===== config.mk =====
export PLATFORM = sky130hd
export DESIGN_NAME = unified_mem_arbiter
export DESIGN_NICKNAME = d
export VERILOG_FILES = /design/src/rtl/unified_mem_arbiter_pkg.sv /design/src/rtl/unified_mem_arbiter_prio_grant.sv /design/src/rtl/unified_mem_arbiter.sv
export SDC_FILE = /design/constraint.sdc
export NUM_CORES = 1
export LEC_CHECK = 0
export ABC_CLOCK_PERIOD_IN_PS = 2700
export BUFFER_PORTS_ARGS = -buffer_cell sky130_fd_sc_hd__buf_2
export CAP_MARGIN = 10
export CORE_AREA = 2 2 119 121
export DETAILED_ROUTE_END_ITERATION = 8
export DIE_AREA = 0 0 121 123
export REMOVE_ABC_BUFFERS = 1
export SETUP_SLACK_MARGIN = 0.02
export SLEW_MARGIN = 20
export SYNTH_ARGS = -nofsm -noshare
export SYNTH_HDL_FRONTEND = slang
export SYNTH_SLANG_ARGS = --single-unit

===== constraint.sdc =====
create_clock -name clk -period 2.7 [get_ports clk]
set_clock_uncertainty 0.05 [all_clocks]
set_input_delay 0.27 -clock clk [delete_from_list [all_inputs] [get_ports clk]]
set_output_delay 0.27 -clock clk [all_outputs]
set_load 0.1 [all_outputs]

===== src/rtl/unified_mem_arbiter_pkg.sv =====
// Shared encodings for the unified memory arbiter: read-owner tags and
// requester indices used by the grant vector.
package unified_mem_arbiter_pkg;

    localparam logic [1:0] OWN_NONE = 2'd0;
    localparam logic [1:0] OWN_IF   = 2'd1;
    localparam logic [1:0] OWN_DR   = 2'd2;

    localparam int NREQ   = 3;
    localparam int REQ_IF = 0;
    localparam int REQ_DR = 1;
    localparam int REQ_WR = 2;

endpackage


===== src/rtl/unified_mem_arbiter_prio_grant.sv =====
// Combinational 3-way priority encoder: write > data read > fetch, except that
// an asserted force input hands the slot to a requesting fetch.
module unified_mem_arbiter_prio_grant
    import unified_mem_arbiter_pkg::*;
(
    input  logic [NREQ-1:0] req_i,
    input  logic            force_if_i,
    output logic [NREQ-1:0] gnt_o
);

    always_comb begin
        gnt_o = '0;
        if (force_if_i && req_i[REQ_IF]) begin
            gnt_o[REQ_IF] = 1'b1;
        end else if (req_i[REQ_WR]) begin
            gnt_o[REQ_WR] = 1'b1;
        end else if (req_i[REQ_DR]) begin
            gnt_o[REQ_DR] = 1'b1;
        end else if (req_i[REQ_IF]) begin
            gnt_o[REQ_IF] = 1'b1;
        end
    end

endmodule


===== src/rtl/unified_mem_arbiter.sv =====
// Shares one single-port SRAM between fetch, data read and data write, with a
// fetch anti-starvation counter and 1-cycle read response routing by owner.
//
//   owner    | meaning
//   OWN_NONE | no read issued last cycle; any mem_rresp is dropped
//   OWN_IF   | last cycle's read belongs to instruction fetch
//   OWN_DR   | last cycle's read belongs to the data read port
module unified_mem_arbiter
    import unified_mem_arbiter_pkg::*;
#(
    parameter int MAXWAIT = 4,
    parameter int AW      = 30
) (
    input  logic          clk,
    input  logic          resetb,

    input  logic          imem_ready,
    input  logic [31:0]   imem_addr,
    output logic          imem_valid,
    output logic          imem_rresp,
    output logic [31:0]   imem_rdata,

    input  logic          dmem_rready,
    input  logic [31:0]   dmem_raddr,
    output logic          dmem_rvalid,
    output logic          dmem_rresp,
    output logic [31:0]   dmem_rdata,

    input  logic          dmem_wready,
    input  logic [31:0]   dmem_waddr,
    input  logic [31:0]   dmem_wdata,
    input  logic [3:0]    dmem_wstrb,
    output logic          dmem_wvalid,

    output logic          mem_en,
    output logic          mem_we,
    output logic [AW-1:0] mem_addr,
    output logic [31:0]   mem_wdata,
    output logic [3:0]    mem_wstrb,
    input  logic          mem_rresp,
    input  logic [31:0]   mem_rdata
);

    localparam logic [3:0] MAXWAIT_C = 4'(MAXWAIT);

    logic [1:0]      owner_q, owner_d;
    logic [3:0]      wait_cnt_q, wait_cnt_d;
    logic [NREQ-1:0] req, gnt_raw, gnt;
    logic [31:0]     sel_addr;
    logic            force_if;
    logic            unused_addr_bits;

    assign req[REQ_IF] = imem_ready;
    assign req[REQ_DR] = dmem_rready;
    assign req[REQ_WR] = dmem_wready;
    assign force_if    = (wait_cnt_q == MAXWAIT_C);

    unified_mem_arbiter_prio_grant u_prio_grant (
        .req_i      (req),
        .force_if_i (force_if),
        .gnt_o      (gnt_raw)
    );

    // Accepts are combinational, so they must be masked by reset directly.
    assign gnt         = gnt_raw & {NREQ{resetb}};
    assign imem_valid  = gnt[REQ_IF];
    assign dmem_rvalid = gnt[REQ_DR];
    assign dmem_wvalid = gnt[REQ_WR];

    always_comb begin
        sel_addr = 32'd0;
        if (gnt[REQ_WR]) begin
            sel_addr = dmem_waddr;
        end else if (gnt[REQ_DR]) begin
            sel_addr = dmem_raddr;
        end else if (gnt[REQ_IF]) begin
            sel_addr = imem_addr;
        end
    end

    assign mem_en    = |gnt;
    assign mem_we    = gnt[REQ_WR];
    assign mem_addr  = sel_addr[AW+1:2];
    assign mem_wdata = dmem_wdata;
    assign mem_wstrb = gnt[REQ_WR] ? dmem_wstrb : 4'h0;

    assign unused_addr_bits = ^sel_addr[1:0];

    always_comb begin
        owner_d = OWN_NONE;
        if (gnt[REQ_IF]) begin
            owner_d = OWN_IF;
        end else if (gnt[REQ_DR]) begin
            owner_d = OWN_DR;
        end
    end

    always_comb begin
        wait_cnt_d = wait_cnt_q;
        if (!imem_ready || imem_valid) begin
            wait_cnt_d = 4'd0;
        end else if (wait_cnt_q < MAXWAIT_C) begin
            wait_cnt_d = wait_cnt_q + 4'd1;
        end
    end

    always_ff @(posedge clk or negedge resetb) begin
        if (!resetb) begin
            owner_q    <= OWN_NONE;
            wait_cnt_q <= 4'd0;
        end else begin
            owner_q    <= owner_d;
            wait_cnt_q <= wait_cnt_d;
        end
    end

    assign imem_rresp = mem_rresp && (owner_q == OWN_IF);
    assign dmem_rresp = mem_rresp && (owner_q == OWN_DR);
    assign imem_rdata = mem_rdata;
    assign dmem_rdata = mem_rdata;

endmodule


==> results.md <==
- The count of placed standard cells in the final layout, fillers left out is approximately 500.
- The global-route wire length before repair is around 22 mm.
- Setup slack on the worst reg-to-reg path comes out at approximately 1.1 ns.
- The global placement routability congestion is 0.914.
- The post-layout instance area is between 2000 and 3000 sq um.
- In this run the number of H-tree levels came out at 1.
- The max-slew violation count is 0.
- Along the worst path, the maximum fanout reaches 18.
- The CTS tree is done.
- At the worst endpoint, the arrival time is 2.11 ns.
- The flow ran to the end, and the final reports show no timing, DRC or antenna violations.
- The worst setup path is launched from a flop.
- For this design the total switching power over the nets is around 570 uW.
- The cell area that synthesis handed to floorplanning was 2230 sq um.
- The worst pin sits at a relative slew slack of between 60 and 70%.
- The proportion of power drawn by the clock network is approximately 21%.
- After layout, the worst path uses approximately nine tenths of the clock period.
- The number of synthesis warnings is 0.
- For this run, asynchronously set or reset flops after synthesis account for between 90% and 100%.
- In this run the horizontal extent of the chip is 121 um.
- The clock passes through at most 2 buffers.
- Entering global routing, the biggest net connects 36 pins.
- Counting tap cells, the placed design contains a total of a little under 500 instances.
- The number of cells traversed by the worst register-to-register path is 6.
- Per report_power, the combinational group accounts for a little over two thirds of the total.
- The area growth from synthesis to layout is 32.2%.
- The largest vdd supply drop is around 0.16 mV.
- After synthesis, the largest area contributor takes up about a third of total cell area.
- The portion of total power attributed to sequential cells is between 8 and 9%.
- STA classifies the critical path endpoint as an output port.
- For the pin with the worst max-slew slack, the measured transition is approximately 0.49 ns.
- The aggregate negative setup slack is 0 ns.
- Clock latency on the worst-skew pair, taken at its later pin, is 0.22 ns.
- Of the synthesized area, sequential elements account for just under 7%.
- Post-CTS repair changed the size of 0 cells.
- The number of antenna-violating nets in the routed design is 0.
- The first detailed-routing pass ran for 4 iterations.
- The die is around 120 um tall.
- The first routing iteration left about 120 violations.
- The total cell area at the placement stage is 2880 sq um.
- The via count of the first global-routing pass is roughly 2.3k.
- The tree built by TritonCTS fans out to 6 sinks.
- In this run, post-CTS hold repair placed 0 buffers.
- The routed wire length per instance is around 36 um.
- The startpoint of the lowest-slack register-to-register path is wait_cnt_q[0]$_DFFE_PN0P_.
- The critical path data required time is 2.38 ns.
- For this run, design rule violations remaining after detail routing come to 0.
- The final HPWL from detailed placement is about 16 mm.
- Across all setup checks in the final design, the least slack found is roughly 0.27 ns.
- The analysis attributes to cell leakage a power of ~1.4 nW.
- The sequential cells in the finished layout cover a total of between 150 and 200 sq um.
- The power density relative to cell area is a little under 400 nW/um^2.
- The antenna diode count is 0.
- In this run the clock root is driven by a sky130_fd_sc_hd__clkbuf_16.
- In this run the worst hold path is classified as input port to asynchronous set/reset pin.
- In this run, distinct cell masters in the synthesized netlist total 26.
- The cell type contributing the most total cell area after synthesis is sky130_fd_sc_hd__buf_4.
- A synthesized cell averages between 7 and 8 sq um.
- The number of CTS-inserted buffers is 3.
- The fraction of final layout cells with drive strength greater than 1 is 50.6%.
- The instance count of the mapped netlist is 290.
- Input and output buffers added on the ports amount to 140.
- The final layout contains just under 500 nets.
- The end of the worst register-to-register path is owner_q[0]$_DFF_PN0_.
- The most common cell in the netlist is sky130_fd_sc_hd__buf_4.
- The final count of negative-setup-slack endpoints is 0.
- The maximum operating frequency is 0.411 GHz.
- The number of hold-slack violations in the final timing report is 0.
- The internal portion of the total power is between 500 and 600 uW.
- The post-detailed-route via-to-cell ratio is 4.80.
- The commonest cells after synthesis are 98 x sky130_fd_sc_hd__buf_4, 30 x sky130_fd_sc_hd__a21o_1, 30 x sky130_fd_sc_hd__a2bb2oi_1, 30 x sky130_fd_sc_hd__nand3_1, 30 x sky130_fd_sc_hd__o2111ai_1.
- The number of antenna violations at the first check in global routing is 0.
- The setup slack after placement is 0.460 ns.
- The total die area is 14900 sq um.
- The most used flip-flop cell after synthesis is sky130_fd_sc_hd__dfrtp_1.
- In the global route stage, overall resource usage came out at roughly 23%.
- The region available for standard cell placement spans ~14000 sq um.
- The critical path class is flop to output port.
- The number of filler instances in the final layout is 1531.
- The vias after detailed routing is roughly 2.4k.
- Once the floorplan was initialized, standard cells occupied between 10% and 20% of the core.
- The post-synthesis sequential element count is 6.
- Row generation in the floorplan step produced 43 rows.
- Pin placement for this block handled 307 I/O pins.
- Max-cap violations in this run came to 0.
- The total grt overflow is 0.
- The register clock-pin slew on the reported worst setup and hold paths is ~0.03 ns.
- The area of the multi-input gates is 1110 sq um.
- The number of enable flip-flop cells after synthesis is 0.
- The aggregate routed wire length is 17.8 mm.
- For the finished layout, the period the worst path requires is 2.43 ns.
- After synthesis, the cell types taking the most area are sky130_fd_sc_hd__buf_4 33%, sky130_fd_sc_hd__a2bb2oi_1 12%, sky130_fd_sc_hd__o2111ai_1 12%.
- The post-CTS setup repair buffer count is 0.
- Net switching is roughly 49% of the power.
- Setup repair after global routing left no endpoint under its margin.
## worst max-delay path, stage by stage, from the launching register on
cell and delay, ns:
sky130_fd_sc_hd__dfrtp_1 0.37, sky130_fd_sc_hd__inv_1 0.09, sky130_fd_sc_hd__ha_1 0.21, sky130_fd_sc_hd__nand4b_4 0.12, sky130_fd_sc_hd__nand3_2 0.23, sky130_fd_sc_hd__buf_4 0.31, sky130_fd_sc_hd__a2bb2oi_1 0.32, sky130_fd_sc_hd__buf_12 0.22
## kinds of logic (layout without fill, tap and decap cells)
logic type,after synthesis,after routing,synth area share [%]
compound gates,93,93,34.7
xor+xnor,1,1,0.393
fa+ha+maj,2,2,1.12
buf+inv,138,164,43.9
flops,6,6,6.73
mux,1,1,0.505
simple gates,49,49,12.7
## cell usage in the layout (no fill, tap or decap)
cell,netlist,final
sky130_fd_sc_hd__buf_2,8,103
sky130_fd_sc_hd__buf_12,0,38
sky130_fd_sc_hd__o2111ai_1,30,30
sky130_fd_sc_hd__a21o_1,30,30
sky130_fd_sc_hd__nand3_1,30,30
sky130_fd_sc_hd__a2bb2oi_1,30,30
sky130_fd_sc_hd__buf_4,98,11
sky130_fd_sc_hd__inv_1,9,9
sky130_fd_sc_hd__nor2_1,7,7
sky130_fd_sc_hd__dfrtp_1,6,6
sky130_fd_sc_hd__and3_1,3,3
sky130_fd_sc_hd__clkbuf_16,0,3
sky130_fd_sc_hd__and3b_1,2,2
sky130_fd_sc_hd__and4b_1,2,2
sky130_fd_sc_hd__ha_1,2,2
sky130_fd_sc_hd__nor2_4,0,1
sky130_fd_sc_hd__o21ai_2,1,1
sky130_fd_sc_hd__nand4b_4,1,1
sky130_fd_sc_hd__nand3_2,1,1
sky130_fd_sc_hd__nand2_1,1,1
sky130_fd_sc_hd__o31a_1,1,1
sky130_fd_sc_hd__a21oi_1,1,1
sky130_fd_sc_hd__nor3b_1,1,1
sky130_fd_sc_hd__mux2_2,1,1
sky130_fd_sc_hd__xnor2_1,1,1
## state kept, by name, indices dropped and copies added (netlist names)
name,cells
owner_q,2
wait_cnt_q,4
## power by group through the flow
| stage | Sequential [mW] | Combinational (mW) | Clock (mW) |
|---|---|---|---|
| detailed placement | 0.102 | 0.815 | 0 |
| global route | 0.102 | 0.850 | 0.242 |
| finish | 0.101 | 0.813 | 0.235 |
| global placement | 0.102 | 0.813 | 0 |
| floorplan | 0.101 | 0.459 | 0 |
| CTS | 0.101 | 0.818 | 0.237 |
## per-stage QoR
stage	hold slack [ns]	total power, mW	utilization (%)
after global routing	0.0911	1.19	21.7
after CTS	0.0727	1.16	21.7
after floorplan	-0.0756	0.560	-
final	0.0700	1.15	21.7
after global placement	0.306	0.915	21.1
after detailed placement	0.305	0.917	21.1
## cell type report
type                       instances  area share (%)
timing repair buffer             152            46.1
tap                              180            7.63
inverter                           9            1.15
multi-input combinational        146            37.5
sequential                         6            5.09
clock buffer                       3            2.54
## worst max path at each step
| stage | startpoint | endpoint |
|---|---|---|
| 2_1_floorplan | wait_cnt_q[0]$_DFFE_PN0P_ | mem_addr[0] |
| 3_3_place_gp | wait_cnt_q[0]$_DFFE_PN0P_ | mem_addr[19] |
| 3_5_place_dp | wait_cnt_q[0]$_DFFE_PN0P_ | mem_addr[19] |
| 4_1_cts | wait_cnt_q[0]$_DFFE_PN0P_ | mem_addr[19] |
| 5_1_grt | wait_cnt_q[0]$_DFFE_PN0P_ | mem_addr[19] |
| 6_report | wait_cnt_q[0]$_DFFE_PN0P_ | mem_addr[19] |
## layer usage
layer / routed length, um / vias to the layer above / GRT usage [%] / part of all wire [%]
met2: 8610 / 294 / 40.3 / 48
met5: 57 / - / 0 / 0.32
met1: 4090 / 1051 / 15.5 / 23
met3: 4670 / 12 / 27.1 / 26
li1: - / 1023 / - / -
met4: 367 / 2 / 4.65 / 2.1
No activity file was read; power rests on OpenSTA's default activity.
